===== config.mk =====
export PLATFORM = sky130hd
export DESIGN_NAME = muldiv_seq
export DESIGN_NICKNAME = d
export VERILOG_FILES = /design/src/rtl/muldiv_seq.sv
export SDC_FILE = /design/constraint.sdc
export NUM_CORES = 1
export LEC_CHECK = 0
export ABC_AREA = 1
export BUFFER_PORTS_ARGS = -buffer_cell sky130_fd_sc_hd__buf_4
export CORE_MARGIN = 2
export CORE_UTILIZATION = 35
export CTS_BUF_LIST = sky130_fd_sc_hd__clkbuf_16
export CTS_CLUSTER_SIZE = 12
export DETAILED_ROUTE_END_ITERATION = 6
export SLEW_MARGIN = 15
export SYNTH_ARGS = -nofsm -noshare
export SYNTH_HDL_FRONTEND = slang
export SYNTH_SLANG_ARGS = --single-unit
export TNS_END_PERCENT = 20

===== constraint.sdc =====
create_clock -name i_clk -period 3.2 [get_ports i_clk]
set_clock_uncertainty 0.1 [all_clocks]
set_input_delay 0.64 -clock i_clk [delete_from_list [all_inputs] [get_ports i_clk]]
set_output_delay 0.64 -clock i_clk [all_outputs]
set_load 0.1 [all_outputs]

===== src/rtl/muldiv_seq.sv =====
// Multi-cycle unsigned multiply/divide sequencer that borrows the shared ALU adder.
// Shift-add multiply and restoring divide, one add/sub per cycle, WIDTH iterations.
module muldiv_seq #(
  parameter int WIDTH = 32
) (
  input  logic             i_clk,
  input  logic             i_rst_n,
  input  logic             i_start,
  input  logic [1:0]       i_op,
  input  logic [WIDTH-1:0] i_a,
  input  logic [WIDTH-1:0] i_b,
  input  logic             i_kill,
  output logic             o_busy,
  output logic             o_done,
  output logic [WIDTH-1:0] o_result,
  output logic             o_alu_own,
  output logic [WIDTH-1:0] o_alu_op_a,
  output logic [WIDTH-1:0] o_alu_op_b,
  output logic             o_alu_sub,
  output logic [3:0]       o_alu_op_sel,
  output logic [1:0]       o_alu_bool_op,
  output logic             o_alu_shift_dir,
  input  logic [WIDTH-1:0] i_alu_result
);

  // state  | meaning
  // S_IDLE | waiting for i_start
  // S_RUN  | one ALU add/sub per cycle, count 0..WIDTH-1
  // S_DONE | o_result valid, o_done high for this cycle
  typedef enum logic [1:0] {S_IDLE, S_RUN, S_DONE} state_t;

  localparam int CW = (WIDTH > 1) ? $clog2(WIDTH) : 1;

  state_t           state_q, state_d;
  logic [1:0]       op_q;
  logic [WIDTH-1:0] opnd_q;   // multiplicand for MUL ops, divisor for DIV ops
  logic [WIDTH-1:0] hi_q;     // product high / remainder
  logic [WIDTH-1:0] lo_q;     // product low (multiplier) / quotient (dividend)
  logic [WIDTH-1:0] res_q;
  logic [CW-1:0]    cnt_q;

  logic             is_div;
  logic             last;
  logic             accept;
  logic             div_zero;
  logic [WIDTH-1:0] sh_lo;
  logic             sh_top;
  logic [WIDTH-1:0] alu_a;
  logic [WIDTH-1:0] alu_b;
  logic             carry;
  logic             borrow;
  logic             ge;
  logic [WIDTH-1:0] step_hi;
  logic [WIDTH-1:0] step_lo;

  always_comb begin
    is_div   = op_q[1];
    last     = (cnt_q == CW'(WIDTH - 1));
    accept   = i_start & ~i_kill;
    div_zero = i_op[1] & (i_b == '0);
    sh_top   = hi_q[WIDTH-1];
    sh_lo    = {hi_q[WIDTH-2:0], lo_q[WIDTH-1]};
    alu_a    = is_div ? sh_lo : hi_q;
    alu_b    = (is_div || lo_q[0]) ? opnd_q : '0;
    // The shared ALU gives no carry/borrow out, so recover them from the MSBs.
    carry    = (alu_a[WIDTH-1] & alu_b[WIDTH-1]) |
               ((alu_a[WIDTH-1] | alu_b[WIDTH-1]) & ~i_alu_result[WIDTH-1]);
    borrow   = (~alu_a[WIDTH-1] & alu_b[WIDTH-1]) |
               (~(alu_a[WIDTH-1] ^ alu_b[WIDTH-1]) & i_alu_result[WIDTH-1]);
    ge       = sh_top | ~borrow;
    if (is_div) begin
      step_hi = ge ? i_alu_result : sh_lo;
      step_lo = {lo_q[WIDTH-2:0], ge};
    end else begin
      step_hi = {carry, i_alu_result[WIDTH-1:1]};
      step_lo = {i_alu_result[0], lo_q[WIDTH-1:1]};
    end
  end

  always_comb begin
    state_d = state_q;
    case (state_q)
      S_IDLE: if (accept) state_d = div_zero ? S_DONE : S_RUN;
      S_RUN: begin
        if (i_kill)    state_d = S_IDLE;
        else if (last) state_d = S_DONE;
      end
      S_DONE: begin
        if (accept) state_d = div_zero ? S_DONE : S_RUN;
        else        state_d = S_IDLE;
      end
      default: state_d = S_IDLE;
    endcase
  end

  always_ff @(posedge i_clk or negedge i_rst_n) begin
    if (!i_rst_n) begin
      state_q <= S_IDLE;
      op_q    <= '0;
      opnd_q  <= '0;
      hi_q    <= '0;
      lo_q    <= '0;
      res_q   <= '0;
      cnt_q   <= '0;
    end else begin
      state_q <= state_d;
      if (state_q != S_RUN && accept) begin
        op_q   <= i_op;
        opnd_q <= i_op[1] ? i_b : i_a;
        hi_q   <= div_zero ? i_a : '0;
        lo_q   <= div_zero ? '1 : (i_op[1] ? i_a : i_b);
        cnt_q  <= '0;
        if (div_zero) res_q <= i_op[0] ? i_a : '1;
      end else if (state_q == S_RUN && !i_kill) begin
        hi_q  <= step_hi;
        lo_q  <= step_lo;
        cnt_q <= cnt_q + 1'b1;
        // op bit 0 picks the high word: MULHU -> hi, REMU -> rem
        if (last) res_q <= op_q[0] ? step_hi : step_lo;
      end
    end
  end

  always_comb begin
    o_busy          = (state_q == S_RUN);
    o_done          = (state_q == S_DONE);
    o_result        = res_q;
    o_alu_own       = o_busy;
    o_alu_op_a      = o_busy ? alu_a : '0;
    o_alu_op_b      = o_busy ? alu_b : '0;
    o_alu_sub       = o_busy & is_div;
    o_alu_op_sel    = {3'b000, o_busy};
    o_alu_bool_op   = 2'b01;
    o_alu_shift_dir = 1'b0;
  end

endmodule


==> key figures <==
Clocking
  – Clock Pin Slew Worst Setup and Hold Paths: 70 ps
  – Clock Latency Late Sink: ~430 ps
  – Setup bufs post-CTS: 0
  – CTS resizes: 0
  – Htree depth: 4
  – Root buffer cell: clkbuf_16
  – CTS Buffer Depth: 2
  – CTS Hold Bufs: 0
  – CTS tree: yes
  – # clock sinks: 137
  – Total CTS buffers: 17

Placed design
  – Post-Place Setup Slack: 472 ps
  – Port Buf Inserts: 202
  – Detailed placer's ending HPWL: 26,100 microns
  – GPL Wtd Cong: slightly below 0.9
  – DP Area: 11,300 sq um

STA
  – Rel. slew slack: 40.3%
  – Final Hold Viols: 0
  – Fin crit share: approximately 98%
  – Measured slew at the worst slew-check pin: 894 ps
  – Worst setup margin: 74.9 ps
  – RSZ-0062 raised after global routing: no
  – Final critical-path required period: 3130 ps
  – FMAX: 320 MHz
  – Fin. max-slew vios: 0
  – Final setup fails: 0

Routing
  – # DRC: 0
  – Post-route ant nets: 0
  – Iter 0 DRT Violations: between 900 and 1,000
  – DRT Wirelength: about 36,000 microns
  – Via count: between 10,000 and 15,000
  – First-pass iteration count of the detailed router: 7
  – Vias per cell: 5.13
  – WL/cell: 18.0 microns

Worst setup path
  – Critical path class: flip-flop to primary output
  – CP required: 2460 ps
  – Arrival time at the worst endpoint: 2390 ps
  – R2r setup slk: a little over 500 ps
  – Setup crit start kind: flip-flop
  – Top fanout value on the critical path: about 100
  – Worst setup EP type: primary output

Yosys
  – Largest family of logic cells by synthesized area: simple AND/OR/NAND/NOR gates
  – Yosys reg bits: 137
  – Top_reg_cell synth: dfrtp_1
  – Adder-Cell Fraction of Synth Area: less than 1%
  – Area of the mapped netlist: 9450 sq um
  – Asr flop ratio synth: 100%
  – Post-synth top area share: a little over a third
  – Simple-gate area share of the yosys netlist: between 30% and 40%
  – Post-synth EDFFs: 0
  – Commonest cells in the synthesized netlist: nand2_1 (564), nand3_1 (182), inv_1 (181), dfrtp_1 (137), o21ai_0 (114)
  – Register area share after synthesis: between 30% and 40%
  – Synth warnings: 0
  – Avg Cell Area, Syn: 6.26 sq um
  – Post-synthesis mux area share: 0%
  – Post-synthesis compound-gate area fraction: 13.2%
  – Main area contributors after synthesis: dfrtp_1 (36%), nand2_1 (22%), nand3_1 (9.6%)
  – Most frequent cell after synthesis: nand2_1
  – Synth Instances: 1,509
  – Post-synthesis cell type count: 30
  – Xor and xnor fraction of the mapped netlist area: less than 1%
  – Top cell type by total area after synthesis: dfrtp_1

Power and ir drop
  – Cell leakage power: ~6.4 nW
  – PwrDens: 921 nW/um^2
  – VDD IR-drop max: 0.613 mV

Global routing
  – Vias in the first global route: 10,042
  – Overflow after GRT: 0
  – First-pass GRT wire length: approximately 56,000 microns
  – Antenna violations before repair: 0
  – Total track usage: 25.3%
  – Largest net degree at the start of global routing: 104

Die
  – Die Y: about 170 microns
  – I/O Pins: roughly 210
  – Die footprint: 28,300 sq um
  – Core area: around 27,000 sq um
  – Row Count: 60
  – Initial core utilization: 35.4%
  – Die width: 168 microns

Min path
  – Worst Hold Class: input port to async pin

Final layout
  – NumNets Final: roughly 1,800
  – Share of layout cells above drive strength 1: 17.5%
  – P&R area growth vs syn: 25.7%
  – Filler cells: 2,867
  – Antenna cells: 0
  – Fin area: 11,900 sq um

Outcome
  – Status: finished clean

Job
  – Max Cap Viol: 0
==> state kept, by name (all words and copies together) (netlist names) <==
signal / cells
o_result: 32
cnt_q: 5
state_q: 2
lo_q: 32
opnd_q: 32
op_q: 2
hi_q: 32
==> metrics by stage <==
stage                     std cells  hold WS [ps]  util, %  total power [mW]  setup TNS, ps
after floorplan                1513           244        -              7.26         -24700
after global placement         1976           369     42.1              8.81              0
after detailed placement       1976           371     42.1              8.85              0
after CTS                      2007          76.5     44.4              11.0              0
after global routing           2007           103     44.5              11.6              0
final                          2007          71.4     44.5              10.9              0
==> critical path, cell delays in order, from the launching register on <==
cell      delay (ps)
dfrtp_2          440
buf_6            230
clkinv_2         120
buf_16           290
o21ai_0          170
a21oi_1          230
buf_4            340
==> cell usage in the layout, fill, tap and decap left out, drive strengths merged <==
cell,count
a21oi,36
buf,236
bufinv,4
clkbuf,17
clkinv,6
clkinvlp,3
conb,6
dfrtp,137
ha,5
inv,188
nand2,565
nand3,182
nand3b,1
nor2,62
nor3,32
o211ai,31
o21ai,115
o21bai,2
o22ai,33
o31ai,2
or2,2
xnor2,1
==> where the power goes <==
group,leakage (nW),switching (mW),internal [mW]
clock,0.298,0.811,1.29
sequential,1.69,0.359,2.33
combinational,4.41,4.72,1.43
==> routing by layer <==
layer / vias up / part of all wire [%] / track usage [%]
met2: 371 / 48 / 42.7
met1: 4788 / 43 / 32.2
met3: 67 / 5.6 / 4.00
met4: 0 / 3.7 / 11.0
li1: 5060 / - / -
met5: - / 0 / 0
==> cell type report <==
type / count / area, sq um / area share [%]
clock buffers: 17 / 425 / 3.58
clock inverters: 14 / 183 / 1.54
inverters: 187 / 703 / 5.92
multi-input cells: 1075 / 4850 / 40.8
flip-flops and latches: 137 / 3430 / 28.9
well taps: 341 / 427 / 3.59
repair buffers: 236 / 1860 / 15.7
==> worst paths after layout <==
path,from,endpoint,cells past startpoint
max,op_q[1]$_DFFE_PN0P_,o_alu_op_a[0],6
min,i_rst_n,hi_q[5]$_DFFE_PN0P_,1
max reg2reg,state_q[0]$_DFFE_PN0P_,hi_q[18]$_DFFE_PN0P_,10
min reg2reg,o_result[15]$_DFFE_PN0P_,o_result[15]$_DFFE_PN0P_,2
max in group asynchronous,i_rst_n,cnt_q[2]$_DFFE_PN0P_,2
min in group i_clk,i_b[28],opnd_q[28]$_DFFE_PN0P_,3
==> cell families after synthesis <==
kind of cell	Yosys count
adder cells (fa/ha/maj)	5
AO/OA/AOI/OAI	219
other	2
buffers and inverters	301
AND/OR/NAND/NOR	844
XOR/XNOR	1
flip-flops	137
(Power assumes the default switching activity.)
